[src/rtl/varint_pkg.sv]
// rtl/varint_pkg.sv - shared varint constants, FSM state encodings and sizing helper
package varint_pkg;

    // Byte layout: bit 7 flags "more bytes follow", bits 6:0 carry payload.
    localparam int VARINT_CONT_BIT  = 7;
    localparam int VARINT_PAYLOAD_W = 7;

    // One-hot so each state decodes from a single flop.
    typedef enum logic [3:0] {
        ST_IDLE  = 4'b0001,
        ST_ACCUM = 4'b0010,
        ST_DRAIN = 4'b0100,
        ST_PUSH  = 4'b1000
    } varint_state_e;

    // Number of 7-bit groups needed to hold a data_w-bit value.
    function automatic int max_bytes(input int data_w);
        return (data_w + VARINT_PAYLOAD_W - 1) / VARINT_PAYLOAD_W;
    endfunction

endpackage

[src/rtl/varint_byte_merge.sv]
// rtl/varint_byte_merge.sv - merge one varint payload group into a partial accumulator
//
// Ports:
//   i_acc      - accumulator before this byte
//   i_payload  - bits 6:0 of the incoming varint byte
//   i_byte_idx - position of the byte within the current word (0 = LSB group)
//   o_acc      - accumulator with this group OR-ed in at 7*i_byte_idx
//   o_overflow - last permitted byte carries payload bits beyond DATA_W
module varint_byte_merge
    import varint_pkg::*;
#(
    parameter int DATA_W    = 32,
    parameter int MAX_BYTES = max_bytes(DATA_W),
    parameter int IDX_W     = $clog2(MAX_BYTES + 1)
) (
    input  logic [DATA_W-1:0]           i_acc,
    input  logic [VARINT_PAYLOAD_W-1:0] i_payload,
    input  logic [IDX_W-1:0]            i_byte_idx,
    output logic [DATA_W-1:0]           o_acc,
    output logic                        o_overflow
);

    localparam int SH_W   = $clog2(VARINT_PAYLOAD_W * MAX_BYTES);
    // Payload bits of the final group that still land inside DATA_W.
    localparam int LAST_W = DATA_W - VARINT_PAYLOAD_W * (MAX_BYTES - 1);

    logic [SH_W-1:0]             w_shamt;
    logic [DATA_W-1:0]           w_shifted;
    logic [VARINT_PAYLOAD_W-1:0] w_high;

    assign w_shamt   = SH_W'(i_byte_idx) * SH_W'(VARINT_PAYLOAD_W);
    // Shifting at DATA_W width drops any payload bits above the value width.
    assign w_shifted = DATA_W'(i_payload) << w_shamt;
    assign o_acc     = i_acc | w_shifted;

    assign w_high     = i_payload >> LAST_W;
    assign o_overflow = (i_byte_idx == IDX_W'(MAX_BYTES - 1)) && (w_high != '0);

endmodule

[src/rtl/varint_decode_fsm.sv]
// rtl/varint_decode_fsm.sv - protobuf varint byte stream to DATA_W-bit word decoder
//
// Ports:
//   clk, reset_n     - clock (rising edge) and asynchronous active-low reset
//   byte_fifo_empty  - input byte FIFO empty
//   byte_data_in     - FWFT head of byte FIFO, valid while !byte_fifo_empty
//   byte_fifo_pop    - consume the head byte this cycle
//   value_fifo_full  - output value FIFO full
//   value_fifo_push  - write value_data_out/value_err this cycle
//   value_data_out   - decoded value (registered, 0 on error words)
//   value_err        - pushed word overflowed DATA_W or exceeded MAX_BYTES
//   err_count        - saturating count of error words pushed
module varint_decode_fsm
    import varint_pkg::*;
#(
    parameter int DATA_W    = 32,
    parameter int ERR_CNT_W = 8
) (
    input  logic                 clk,
    input  logic                 reset_n,
    input  logic                 byte_fifo_empty,
    input  logic [7:0]           byte_data_in,
    output logic                 byte_fifo_pop,
    input  logic                 value_fifo_full,
    output logic                 value_fifo_push,
    output logic [DATA_W-1:0]    value_data_out,
    output logic                 value_err,
    output logic [ERR_CNT_W-1:0] err_count
);

    localparam int MAX_BYTES = max_bytes(DATA_W);
    localparam int IDX_W     = $clog2(MAX_BYTES + 1);

    varint_state_e          r_state;
    logic [DATA_W-1:0]      r_acc;
    logic [IDX_W-1:0]       r_idx;
    logic [DATA_W-1:0]      r_value;
    logic                   r_err;
    logic [ERR_CNT_W-1:0]   r_err_count;

    varint_state_e          w_state_nxt;
    logic [DATA_W-1:0]      w_acc_nxt;
    logic [IDX_W-1:0]       w_idx_nxt;
    logic [DATA_W-1:0]      w_value_nxt;
    logic                   w_err_nxt;
    logic [ERR_CNT_W-1:0]   w_err_count_nxt;
    logic                   w_pop;
    logic                   w_push;

    logic [DATA_W-1:0]      w_merged;
    logic                   w_overflow;
    logic                   w_cont;

    assign w_cont = byte_data_in[VARINT_CONT_BIT];

    varint_byte_merge #(
        .DATA_W    (DATA_W),
        .MAX_BYTES (MAX_BYTES),
        .IDX_W     (IDX_W)
    ) u_merge (
        .i_acc      (r_acc),
        .i_payload  (byte_data_in[VARINT_PAYLOAD_W-1:0]),
        .i_byte_idx (r_idx),
        .o_acc      (w_merged),
        .o_overflow (w_overflow)
    );

    always_ff @(posedge clk or negedge reset_n) begin
        if (!reset_n) begin
            r_state     <= ST_IDLE;
            r_acc       <= '0;
            r_idx       <= '0;
            r_value     <= '0;
            r_err       <= 1'b0;
            r_err_count <= '0;
        end else begin
            r_state     <= w_state_nxt;
            r_acc       <= w_acc_nxt;
            r_idx       <= w_idx_nxt;
            r_value     <= w_value_nxt;
            r_err       <= w_err_nxt;
            r_err_count <= w_err_count_nxt;
        end
    end

    always_comb begin
        w_state_nxt     = r_state;
        w_acc_nxt       = r_acc;
        w_idx_nxt       = r_idx;
        w_value_nxt     = r_value;
        w_err_nxt       = r_err;
        w_err_count_nxt = r_err_count;
        w_pop           = 1'b0;
        w_push          = 1'b0;

        case (r_state)
            ST_IDLE: begin
                // Clear the word context here so ACCUM never needs a first-byte special case.
                w_acc_nxt = '0;
                w_idx_nxt = '0;
                if (!byte_fifo_empty) begin
                    w_state_nxt = ST_ACCUM;
                end
            end

            ST_ACCUM: begin
                if (!byte_fifo_empty) begin
                    w_pop     = 1'b1;
                    w_acc_nxt = w_merged;
                    if (w_overflow) begin
                        w_value_nxt = '0;
                        w_err_nxt   = 1'b1;
                        w_state_nxt = w_cont ? ST_DRAIN : ST_PUSH;
                    end else if (!w_cont) begin
                        w_value_nxt = w_merged;
                        w_err_nxt   = 1'b0;
                        w_state_nxt = ST_PUSH;
                    end else if (r_idx == IDX_W'(MAX_BYTES - 1)) begin
                        // Last permitted byte still says "more": word is too long.
                        w_value_nxt = '0;
                        w_err_nxt   = 1'b1;
                        w_state_nxt = ST_DRAIN;
                    end else begin
                        w_idx_nxt = r_idx + IDX_W'(1);
                    end
                end
            end

            ST_DRAIN: begin
                // Discard the tail of a bad word up to and including its terminal byte.
                if (!byte_fifo_empty) begin
                    w_pop = 1'b1;
                    if (!w_cont) begin
                        w_state_nxt = ST_PUSH;
                    end
                end
            end

            ST_PUSH: begin
                if (!value_fifo_full) begin
                    w_push      = 1'b1;
                    w_state_nxt = ST_IDLE;
                    if (r_err && (r_err_count != '1)) begin
                        w_err_count_nxt = r_err_count + ERR_CNT_W'(1);
                    end
                end
            end

            default: begin
                w_state_nxt = ST_IDLE;
            end
        endcase
    end

    assign byte_fifo_pop   = w_pop;
    assign value_fifo_push = w_push;
    assign value_data_out  = r_value;
    assign value_err       = r_err;
    assign err_count       = r_err_count;

endmodule

[config.mk]
export PLATFORM = sky130hd
export DESIGN_NAME = varint_decode_fsm
export DESIGN_NICKNAME = d
export VERILOG_FILES = /design/src/rtl/varint_pkg.sv /design/src/rtl/varint_byte_merge.sv /design/src/rtl/varint_decode_fsm.sv
export SDC_FILE = /design/constraint.sdc
export NUM_CORES = 1
export LEC_CHECK = 0
export CAP_MARGIN = 0
export CELL_PAD_IN_SITES_DETAIL_PLACEMENT = 0
export CELL_PAD_IN_SITES_GLOBAL_PLACEMENT = 1
export CORE_MARGIN = 4
export CORE_UTILIZATION = 40
export DETAILED_ROUTE_END_ITERATION = 8
export PLACE_DENSITY_LB_ADDON = 0.15
export SLEW_MARGIN = 25
export SYNTH_ARGS = -nofsm -noshare
export SYNTH_HDL_FRONTEND = slang
export SYNTH_HIERARCHICAL = 1
export SYNTH_SLANG_ARGS = --single-unit
[constraint.sdc]
create_clock -name clk -period 2.5 [get_ports clk]
set_input_delay 0.625 -clock clk [delete_from_list [all_inputs] [get_ports clk]]
set_output_delay 0.625 -clock clk [all_outputs]
set_load 0.01 [all_outputs]
==> After elaboration in Yosys (flattened, before gate mapping) <==
Cells that the tools add are included.
Widths: inputs -> output; s select.
{ "word_totals": {"reg_bits": 80, "output_inout_bits": 43, "word_cells": 66} }
{ "op_classes": {"addsub": 2, "multipliers": 1, "n_eq_ne": 16, "shift": 1, "n_mux": 27, "bitwise": 3, "n_reduce_logical": 10} }
{ "ops": {"columns": ["operator", "count"], "rows": [
  ["$mux 32", 4],
  ["$pmux 32 s2", 1],
  ["$mux 4", 9],
  ["$or 32x32->32", 1],
  ["$shl 7x6->32", 1],
  ["$ne 2x2->1 const B", 8],
  ["$pmux 4 s4", 1],
  ["$mux 3", 4],
  ["$add 8x1->8 const B", 1],
  ["$ne 8x8->1 const B", 1],
  ["$mux 1", 7],
  ["$reduce_bool 7->1", 1],
  ["$mul 3x3->6 const B", 1],
  ["$pmux 3 s2", 1],
  ["$reduce_and 3->1", 2],
  ["$reduce_and 6->1", 1],
  ["$reduce_and 5->1", 1],
  ["$eq 4x1->1 const B", 1],
  ["$eq 4x2->1 const B", 1],
  ["$eq 4x3->1 const B", 1],
  ["$eq 4x4->1 const B", 1],
  ["$ne 4x3->1 const B", 1],
  ["$add 3x1->3 const B", 1],
  ["$eq 3x3->1 const B", 1],
  ["other kinds (6)", 8]
]} }

==> Depth between registers and ports, before layout <==
Gate-level depths: netlist of the first run.
{ "logic_depth": {"word_depth": 6, "depth_mapped": 9, "depth_no_buf": 6} }

==> Cells and area by module <==
Netlist of the first run, hierarchy kept.
{ "by_module_without_submodules": {"columns": ["mod", "instances", "cells_each", "area_each_um2"], "rows": [
  ["varint_decode_fsm", 1, 383, 3518.4],
  ["varint_byte_merge", 1, 51, 389.1]
]} }

==> Worst setup path after synthesis of the first run <==
Ideal clock, no wire load.
{ "synth_timing": {"path_kind": "register to register", "start": "register r_idx[2]", "end": "register r_err, in the netlist value_err", "setup_ns": 0.134, "t_arrival_ns": 1.890, "required_time_ns": 2.366, "setup_slack_ns": 0.477, "stages_incl_launch_ff": 10, "n_path_buf": 3, "synth_period_minus_slack_ns": 2.023, "cell_sequence": "dfrtp_1 > buf_6 > nor2b_1 > o311a_1 > a21oi_1 > a2111o_1 > buf_4 > buf_6 > nand2_1 > o21ai_0"} }
{ "synth_between": {"elab_chain_cells": 4} }
{ "synth_lines": {"columns": ["item", "line", "text"], "rows": [
  ["start: declaration", "varint_decode_fsm.sv:36", "logic [IDX_W-1:0] r_idx;"],
  ["start signal: assignment", "varint_decode_fsm.sv:79", "r_idx <= w_idx_nxt;"],
  ["$eq 3x3->1 (*)", "varint_byte_merge.sv:37", "assign o_overflow = (i_byte_idx == IDX_W'(MAX_BYTES - 1)) && (w_high != '0);"],
  ["$logic_and 1x1->1 (*)", "varint_byte_merge.sv:37", null],
  ["via w_overflow", "varint_decode_fsm.sv:51", "logic w_overflow;"],
  ["$ne 3x1->1 (no line)", null, null],
  ["$reduce_and 3->1 (no line)", null, null],
  ["end signal: assignment", "varint_decode_fsm.sv:81", "r_err <= w_err_nxt;"],
  ["end: declaration", "varint_decode_fsm.sv:38", "logic r_err;"]
]} }
The timed path passes the listed nets; every way through them passes the cells marked *.
A chain may end at the register's enable or synchronous reset.

==> Worst setup path in the final report of the first run <==
{ "layout_timing": {"start": "input value_fifo_full", "end": "output value_fifo_push"} }
{ "layout_between": {"elab_chain_cells": 2} }
{ "layout_lines": {"columns": ["item", "line", "text"], "rows": [
  ["start: declaration", "varint_decode_fsm.sv:24", "input logic value_fifo_full,"],
  ["$mux 1", "varint_decode_fsm.sv:140", "if (!value_fifo_full) begin"],
  ["$mux 1", "varint_decode_fsm.sv:96", "case (r_state)"],
  ["end: declaration", "varint_decode_fsm.sv:25", "output logic value_fifo_push,"]
]} }
Every way passes these cells.

==> impl_metrics.py, run 1 <==
metrics = {
    "run_status": {
        "status": "finished clean",
    },
    "die": {
        "die_width_um": 106.8,
        "die_h_um": 106.8,
        "die_area_mm2": 0.01141,
        "start_util_pct": 41.70,
        "fp-row-count": 35,
        "coreArea_mm2": 0.009371,
        "num_io_pins": 55,
    },
    "sta": {
        "period_share_pct": 84.09,
        "fin_skew_ns": 0.008528,
        "worstMarginPinSlew_ns": 0.7166,
        "rsz0062_at_grt": "false",
        "hold_violations": 0,
        "fin_crit_ns": 2.102,
        "max_freq_ghz": 0.4757,
        "finalMaxSlewViolations": 0,
        "fin_ws_ns": 0.3979,
        "setup_tns_ns": 0,
        "relSlewSlack_pct": 51.56,
        "setup_viol": 0,
    },
    "logic_synthesis": {
        "synth_flop_cell": "dfrtp_1",
        "async_flop_share_pct": 100.0,
        "netlist_top_cells_count": "nand2_1 (136), dfrtp_1 (79), o21ai_0 (61), a21o_1 (29), clkbuf_1 (13)",
        "synth_seq_cells": 80,
        "synth_area_per_cell_um2": 9.003,
        "synth_edf_count": 0,
        "yosys_warnings": 6,
        "synth_largest_area_cell": "dfrtp_1",
        "synth_top_area_share_pct": 50.59,
        "yosysMostFrequentCell": "nand2_1",
        "syn_inst": 434,
        "synth.distinct_cells": 49,
        "synth_area_leaders": "dfrtp_1 (51%), nand2_1 (13%), o21ai_0 (7.8%)",
        "synth_seq_area_share_pct": 51.26,
        "synth_nets": 449,
        "syn_area_mm2": 0.003907,
    },
    "global_route": {
        "grt_pass1_vias": 3141,
        "grt_pass1_wl_um": 15890,
        "antenna_found_initial": 0,
        "grt_max_degree": 46,
        "grt_usage_pct": 17.62,
        "gr-total-overflow": 0,
    },
    "cts": {
        "cts_tree": "built",
        "insertion_delay_ns": 0.36,
        "ctsLongestPathBuffers": 2,
        "cts_sinks": 80,
        "clk_pin_slew_ns": 0.08,
        "cts_buffers": 9,
        "clockRootBuffer": "clkbuf_8",
        "cts_max_level": 3,
    },
    "critical_path": {
        "cp_max_fo": 3,
        "ff2ff_path_depth": 6,
        "arrival_ns": 1.48,
        "endpoint_kind": "primary output",
        "reg2reg_slack_ns": 0.52,
        "worstPathRequired_ns": 1.88,
        "regToRegStartpoint": "r_idx[1]",
        "r2r_end": "value_data_out[28]",
        "cp-start-kind": "input port",
        "critPathKind": "input port to primary output",
    },
    "placement": {
        "dp_slack_ns": 0.01427,
        "portBuffers": 54,
        "hpwl_um": 6456,
        "place_congestion": 0.7982,
    },
    "detailed_routing": {
        "route.detailed.drc": 0,
        "initialDrtViolationCount": 121,
        "vias": 3130,
        "ant_nets": 0,
        "drt-pass1-iter-count": 4,
        "wl_per_cell_um": 14.39,
        "totalWireLength_um": 9077,
        "viasPerCell": 4.960,
    },
    "power": {
        "p_per_area_mw_per_mm2": 792.2,
        "p_leak_nw": 2.295,
        "max-vdd-ir-drop_uv": 369.8,
    },
    "final_layout": {
        "area_growth_pct": 25.55,
        "nets": 512,
        "antenna_cells": 0,
        "drive_gt1_share_pct": 11.16,
    },
    "flow_run": {
        "maxCapViolCount": 0,
    },
    "hold_path": {
        "hp-class": "input port to async pin",
    },
}
[cell families after synthesis]
group	synth area share, %
AOI/OAI and AO/OA	19.05
xor gates and xnor gates	1.569
and+or+nand+nor	21.01
DFF	51.27
muxes	0.5763
adders and majority gates	0.9607
buffers and inverters	5.571
[worst max-delay path by stage]
| stage | from | to | depth (start not counted) |
|---|---|---|---|
| after detailed placement | byte_fifo_empty | byte_fifo_pop | 3 |
| after global routing | byte_data_in[5] | value_data_out[28] | 6 |
| after floorplan | r_idx[2] | value_err | 9 |
| final | value_fifo_full | value_fifo_push | 4 |
| after CTS | byte_fifo_empty | byte_fifo_pop | 3 |
| after global placement | byte_fifo_empty | byte_fifo_pop | 3 |
[per-layer routing]
| layer | GRT usage, % | wire length, µm | up-vias |
|---|---|---|---|
| met4 | 6.667 | 156 | 0 |
| met5 | 0 | 0 | - |
| li1 | - | - | 1597 |
| met2 | 28.24 | 4192 | 56 |
| met3 | 3.371 | 335 | 12 |
| met1 | 23.68 | 4392 | 1465 |
[where the power goes]
group,total [mW],internal (mW),switching [mW]
registers,1.61,1.47,0.143
clock network,1.06,0.590,0.470
logic,1.22,0.511,0.704
total,3.89,2.57,1.32
[registers in the layout, indices dropped and copies added, names as in the netlist]
register,cells
value_data_out,32
r_state,4
r_idx,3
value_err,1
err_count,8
r_acc,32
[critical path, stage by stage]
cell             delay (ns)
clkdlybuf4s50_1        0.48
inv_1                  0.06
and2_1                 0.14
dlymetal6s2s_1         0.17
[area by class of cell]
cell class,count,area (µm²)
flip-flops and latches,80,2006
fillers,935,4466
inverters,9,33.78
well taps,129,161.4
multi-input cells,316,1708
clock inverters,3,65.06
repair buffers,81,783.3
clock buffers,13,148.9
[through the flow]
step           util, %  total power [mW]  hold WS (ns)  cells  cell area [µm²]
4_1_cts          52.20             3.921        0.2268    630             4892
3_5_place_dp     49.83             2.850        0.4699    613             4669
2_1_floorplan        -             2.377        0.3294    434             3908
3_3_place_gp     49.83             2.834        0.4630    613             4669
5_1_grt          52.35             4.166        0.2423    631             4906
6_report         52.35             3.887        0.2239    631             4906
[placed cells by master, fill, tap and decap left out, types with 2 or more instances in the layout]
| cell type | netlist | final |
|---|---|---|
| a211oi_1 | 2 | 2 |
| a21o_1 | 29 | 29 |
| a21oi_1 | 4 | 4 |
| a22o_1 | 2 | 2 |
| a31o_2 | 3 | 3 |
| buf_12 | 0 | 3 |
| buf_4 | 7 | 25 |
| bufinv_16 | 0 | 2 |
| clkbuf_1 | 13 | 3 |
| clkbuf_8 | 0 | 10 |
| clkdlybuf4s50_1 | 0 | 51 |
| dfrtp_1 | 79 | 77 |
| dfrtp_2 | 0 | 2 |
| dlymetal6s2s_1 | 0 | 2 |
| ha_1 | 3 | 3 |
| inv_1 | 9 | 9 |
| mux2_2 | 2 | 2 |
| nand2_1 | 136 | 136 |
| nand3_1 | 6 | 6 |
| nand3b_1 | 2 | 2 |
| nand4_1 | 3 | 3 |
| nor2_1 | 10 | 9 |
| nor2b_1 | 6 | 6 |
| nor3_1 | 3 | 3 |
| nor3b_1 | 4 | 4 |
| o211ai_1 | 2 | 2 |
| o21ai_0 | 61 | 61 |
| o21ai_1 | 8 | 7 |
| xnor2_1 | 4 | 4 |
| xor2_1 | 3 | 3 |
[repair_timing]
item / 4_1_cts / 5_1_grt
cloned: 0 / 0
hold endpoints to repair: 0 / 0
pin swaps: 1 / 0
endpoints found under the setup margin: 1 / 2
buffers inserted: 1 / 1
hold buffers: 0 / 0
gates resized for setup: 1 / 3
No activity file was read; power rests on OpenSTA's default activity.
==> inputs of run 2 (changes only) <==
- CORE_UTILIZATION: 40 -> 37
- clock period: 2.5 -> 1.9 ns (I/O delays scaled with it)
==> run 2 against run 1 <==
The run now ends with negative setup slack left. Non-clock buffer count rose by 27. First-iteration DRC count is 34% higher. Combinational power up 58%. Register-to-register slack worse by 0.57 ns. Setup slack got worse by 0.47 ns. Power up 40%. Worst hold slack worse by 0.20 ns. Sequential power up 29%. Critical path depth increased by 2. Utilization shrank 0.85 points. Global-route usage decreased by 1.5 points. Cell count grew 5.5%.
==> impl_metrics.py, run 2 (synthesized netlist as in run 1, its figures left out) <==
metrics = {
    "critical_path": {
        "crit_chain": "clkdlybuf4s50_1 > o311a_4 > a21oi_4 > a2111o_2 > clkbuf_16 > o21ai_0",
        "arrival_ns": 2.24,
        "slowest_delay_ns": 0.61,
        "worstPathRequired_ns": 2.17,
        "cp-start-kind": "input port",
        "cp_top_family": "compound AO/OA/AOI/OAI gates",
        "critPathBufInv": 2,
        "endpoint_kind": "flip-flop",
        "critPathKind": "input port to flip-flop",
        "crit_slowest_cell": "a2111o_2",
        "cp_max_fo": 15,
    },
    "die": {
        "num_io_pins": 55,
        "die_h_um": 110.8,
        "coreArea_mm2": 0.01032,
        "start_util_pct": 37.85,
        "fp-row-count": 37,
        "die_width_um": 110.8,
        "die_area_mm2": 0.01227,
    },
    "placement": {
        "hpwl_um": 6686,
        "portBuffers": 54,
        "place_congestion": 0.7332,
        "dp_cells": 635,
        "dp_slack_ns": -0.3920,
    },
    "global_route": {
        "grt_max_degree": 65,
        "grt_use_met1_pct": 20.98,
        "met3_usage_pct": 3.712,
        "grt_pass1_vias": 3188,
        "antenna_found_initial": 0,
        "top_usage_layer": "met2",
        "grt_usage_pct": 16.10,
        "grt_pass1_wl_um": 16180,
        "gr-total-overflow": 0,
        "grt_use_met2_pct": 26.66,
    },
    "power": {
        "power_switching_mw": 1.901,
        "clock_power_share_pct": 26.2,
        "max-vdd-ir-drop_uv": 1167,
        "p_sw_share_pct": 34.94,
        "p_comb_share_pct": 35.5,
        "p_per_area_mw_per_mm2": 1023,
        "p_int_mw": 3.540,
        "power_frac_seq_pct": 38.2,
        "p_leak_nw": 2.471,
    },
    "final_layout": {
        "instances_no_fill": 666,
        "final_common_cell": "nand2_1",
        "area_growth_pct": 36.06,
        "final_cell_mix": "nand2_1 (135), dfrtp_1 (74), clkdlybuf4s50_1 (49), o21ai_0 (45), buf_4 (41)",
        "antenna_cells": 0,
        "nFillCells": 971,
        "drive_gt1_share_pct": 19.06,
        "nets": 540,
    },
    "detailed_routing": {
        "vias": 3372,
        "totalWireLength_um": 10530,
        "initialDrtViolationCount": 162,
        "drt-pass1-iter-count": 4,
        "wl_per_cell_um": 15.80,
        "viasPerCell": 5.063,
        "ant_nets": 0,
        "route.detailed.drc": 0,
    },
    "cts": {
        "insertion_delay_ns": 0.35,
        "cts_sinks": 80,
        "clk_pin_slew_ns": 0.09,
        "cts_buffers": 9,
        "cts_tree": "built",
        "ctsLongestPathBuffers": 2,
        "clockRootBuffer": "clkbuf_8",
        "cts_max_level": 3,
    },
    "sta": {
        "fin_ws_ns": -0.07096,
        "hold_violations": 0,
        "rsz0062_at_grt": "true",
        "setup_viol": 24,
        "finalMaxSlewViolations": 0,
        "max_freq_ghz": 0.5074,
        "fin_crit_ns": 1.971,
        "worstMarginPinSlew_ns": 0.4478,
        "relSlewSlack_pct": 70.11,
        "fin_skew_ns": 0.01268,
        "period_share_pct": 103.7,
    },
    "flow_run": {
        "maxCapViolCount": 0,
    },
    "run_status": {
        "status": "finished, violations left",
        "violations": "negative setup slack",
    },
    "hold_path": {
        "hp-class": "input port to async pin",
    },
}
==> run 2: changes by cell type in the layout (fill, tap and decap cells not counted), moves of 3 or more <==
cell / change
buf_4: +16
o21ai_0: -16
clkbuf_1: -3
dfrtp_2: +3
clkbuf_16: +5
dfrtp_1: -3
inv_6: +3
o21ai_1: +15
buf_6: +4
==> run 2: power groups by stage <==
| stage | registers, mW | logic, mW | clock network, mW |
|---|---|---|---|
| 2_1_floorplan | 2.13 | 1.00 | 0 |
| 3_3_place_gp | 2.11 | 1.77 | 0 |
| 3_5_place_dp | 2.12 | 1.78 | 0 |
| 4_1_cts | 2.08 | 1.78 | 1.47 |
| 5_1_grt | 2.11 | 2.13 | 1.55 |
| 6_report | 2.08 | 1.93 | 1.43 |
==> run 2: through the flow <==
stage          power [mW]  utilization (%)  setup TNS (ns)  area (µm²)  hold slack, ns
3_5_place_dp        3.898            46.72          -15.98        4823          0.4189
5_1_grt             5.790            51.50          -1.648        5316         0.02426
2_1_floorplan       3.130                -               0        3915          0.1794
4_1_cts             5.338            48.93               0        5051         0.02431
6_report            5.440            51.50          -1.039        5316         0.02448
3_3_place_gp        3.882            46.72          -13.88        4823          0.4126
==> run 2: layer usage <==
| metal | routed length (µm) | share of wire (%) |
|---|---|---|
| met1 | 4932 | 47 |
| met2 | 4979 | 47 |
| met3 | 453 | 4.3 |
| met4 | 160 | 1.5 |
| met5 | 0 | 0 |
==> run 2: layout make-up <==
| type | count | area, µm² | share of cell area [%] |
|---|---|---|---|
| Sequential cell | 80 | 2009 | 37.80 |
| Multi-Input combinational cell | 317 | 1772 | 33.33 |
| Timing Repair Buffer | 108 | 1104 | 20.76 |
| Tap cell | 136 | 170.2 | 3.201 |
| Clock buffer | 9 | 123.9 | 2.330 |
| Clock inverter | 7 | 101.3 | 1.906 |
| Inverter | 9 | 36.28 | 0.6825 |
==> run 2: path summary, 6_finish.rpt <==
kind,end,slack (ns),cells after the start,startpoint
hold / removal,r_acc[11],0.02,1,reset_n
setup / recovery,value_data_out[22],-0.07,6,byte_data_in[4]
setup reg to reg,value_data_out[22],-0.05,6,r_idx[0]
min in group clk,value_data_out[4],0.48,2,value_data_out[4]
hold reg to reg,value_data_out[4],0.48,2,value_data_out[4]
max in group asynchronous,r_state[0],1.31,2,reset_n
==> run 2: repair_timing <==
item / in CTS / in global routing
endpoints found under the setup margin: 5 / 38
cloned: 0 / 8
pin swaps: 3 / 2
resized for setup: 6 / 39
buffers inserted: 1 / 6
hold buffers: 0 / 0
==> inputs of run 3 (changes only) <==
- CORE_UTILIZATION: 37 -> 40
- DONT_BUFFER_PORTS: unset -> 1
==> run 3 against run 2 <==
The run ends with negative hold slack left. Critical path depth fell by 3. Fmax rose by 4.4%. First-iteration DRC count fell by 24%. Power fell by 10%. Non-clock buffer count fell by 83. Die area fell by 7.0%. Global-route usage rose by 0.82 points. Via count fell by 13%. Sequential share of layout area rose by 7.9 points. Wire length fell by 14%. Clock skew fell by 0.0024 ns. Setup slack improved by 0.083 ns. Largest power group unchanged.
==> impl_metrics.py, run 3 (synthesized netlist as in run 1, its figures left out) <==
metrics = {
    "run_status": {
        "status": "finished, violations left",
        "violations": "negative hold slack",
    },
    "die": {
        "die_h_um": 106.8,
        "die_width_um": 106.8,
        "coreArea_mm2": 0.009371,
        "num_io_pins": 55,
        "fp-row-count": 35,
        "start_util_pct": 41.70,
        "die_area_mm2": 0.01141,
    },
    "final_layout": {
        "drive_gt1_share_pct": 13.06,
        "antenna_cells": 0,
        "nets": 456,
        "instances_no_fill": 573,
        "nFillCells": 940,
        "multi_input_area_mm2": 0.001749,
        "final_common_cell": "nand2_1",
        "final_cell_mix": "nand2_1 (136), dfrtp_1 (78), o21ai_0 (60), a21o_1 (29), buf_4 (20)",
        "seqCellArea_mm2": 0.002004,
        "area_growth_pct": 12.33,
    },
    "critical_path": {
        "critPathKind": "flip-flop to primary output",
        "cp-start-kind": "flip-flop",
        "worstPathRequired_ns": 1.42,
        "endpoint_kind": "primary output",
        "cp_max_fo": 9,
        "arrival_ns": 1.41,
    },
    "sta": {
        "finalMaxSlewViolations": 0,
        "period_share_pct": 99.39,
        "setup_tns_ns": 0,
        "rsz0062_at_grt": "true",
        "worstMarginPinSlew_ns": 0.5154,
        "hold_violations": 79,
        "fin_skew_ns": 0.01031,
        "setup_viol": 0,
        "max_freq_ghz": 0.5296,
        "relSlewSlack_pct": 65.60,
        "whs_ns": -0.1826,
        "fin_crit_ns": 1.888,
    },
    "power": {
        "finalPower_mw": 4.893,
        "p_int_mw": 3.225,
        "power_frac_seq_pct": 44.1,
        "p_comb_share_pct": 28.2,
        "p_per_area_mw_per_mm2": 1115,
        "max-vdd-ir-drop_uv": 493.3,
        "p_sw_share_pct": 34.10,
        "clock_power_share_pct": 27.7,
        "power_switching_mw": 1.669,
        "p_leak_nw": 2.067,
    },
    "global_route": {
        "grt_max_degree": 81,
        "grt_use_met2_pct": 27.29,
        "met3_usage_pct": 4.094,
        "top_usage_layer": "met2",
        "grt_use_met1_pct": 22.66,
        "grt_pass1_wl_um": 15210,
        "grt_pass1_vias": 2840,
        "grt_usage_pct": 16.92,
        "gr-total-overflow": 0,
        "antenna_found_initial": 0,
    },
    "detailed_routing": {
        "totalWireLength_um": 9078,
        "initialDrtViolationCount": 123,
        "ant_nets": 0,
        "drt-pass1-iter-count": 4,
        "route.detailed.drc": 0,
        "wl_per_cell_um": 15.84,
        "vias": 2943,
        "viasPerCell": 5.136,
    },
    "placement": {
        "dp_cells": 554,
        "hpwl_um": 6028,
        "place_congestion": 0.7621,
        "portBuffers": 0,
    },
    "cts": {
        "clockRootBuffer": "clkbuf_8",
        "insertion_delay_ns": 0.34,
        "cts_sinks": 80,
        "cts_buffers": 9,
        "cts_tree": "built",
        "ctsLongestPathBuffers": 2,
        "cts_max_level": 3,
        "clk_pin_slew_ns": 0.08,
    },
    "flow_run": {
        "maxCapViolCount": 0,
    },
    "hold_path": {
        "hp-class": "input port to async pin",
    },
}
-- run 3: cell types whose count changed in the layout (fill, tap and decap cells not counted), moves of 3 or more --
| cell | delta |
|---|---|
| inv_6 | -3 |
| clkdlybuf4s50_1 | -49 |
| o21ai_0 | +15 |
| clkbuf_16 | -5 |
| buf_4 | -21 |
| dfrtp_2 | -4 |
| dfrtp_1 | +4 |
| o21ai_1 | -14 |
-- run 3: power groups by stage --
stage / Combinational, mW / Clock (mW) / Sequential [mW]
4_1_cts: 1.34 / 1.41 / 2.16
5_1_grt: 1.56 / 1.49 / 2.20
6_report: 1.38 / 1.36 / 2.16
2_1_floorplan: 1.00 / 0 / 2.13
3_5_place_dp: 1.33 / 0 / 2.19
3_3_place_gp: 1.33 / 0 / 2.19
-- run 3: through the flow --
step	area [µm²]	setup slack, ns	hold slack [ns]	util, %
4_1_cts	4330	-0.03291	-0.2033	46.21
6_report	4389	0.01168	-0.1826	46.84
2_1_floorplan	3915	0.01671	0.1794	-
3_5_place_dp	4101	0.07985	0.1822	43.77
3_3_place_gp	4101	0.1376	0.1821	43.77
5_1_grt	4389	-0.07097	-0.2233	46.84
-- run 3: path summary, 6_finish.rpt --
path / from / end / slack, ns / depth (start not counted)
setup reg to reg: r_idx[0] / value_err / 0.12 / 6
min in group clk: value_fifo_full / r_state[3] / 0.28 / 2
max in group asynchronous: reset_n / r_state[0] / 1.88 / 0
setup / recovery: r_state[1] / value_fifo_push / 0.01 / 3
hold / removal: reset_n / value_data_out[12] / -0.18 / 0
hold reg to reg: r_acc[24] / r_acc[24] / 0.48 / 2
-- run 3: repair_timing --
item	CTS	global route
setup endpoints to repair	2	39
resized for setup	2	7
pin swaps	2	2
endpoints found under the hold margin	80	80
setup buffers	2	3
-- run 3: worst max-delay path: stages, from the launching register on --
cell and delay [ns]:
dfrtp_1 0.38, buf_6 0.14, nor4b_4 0.34, and2_4 0.21
-- run 3: final cells by class --
type                    instances  area share (%)
multi-input cells             316           39.85
clock buffers                  10           3.136
well taps                     129           3.677
repair buffers                 25           5.302
flip-flops and latches         80           45.67
clock inverters                 4           1.596
inverters                       9          0.7697
-- run 3: layer usage --
metal / vias to the layer above / wire (µm) / share of wire (%)
li1: 1486 / - / -
met3: 6 / 369 / 4.1
met1: 1398 / 4289 / 47
met4: 0 / 77 / 0.85
met5: - / 0 / 0
met2: 53 / 4342 / 48
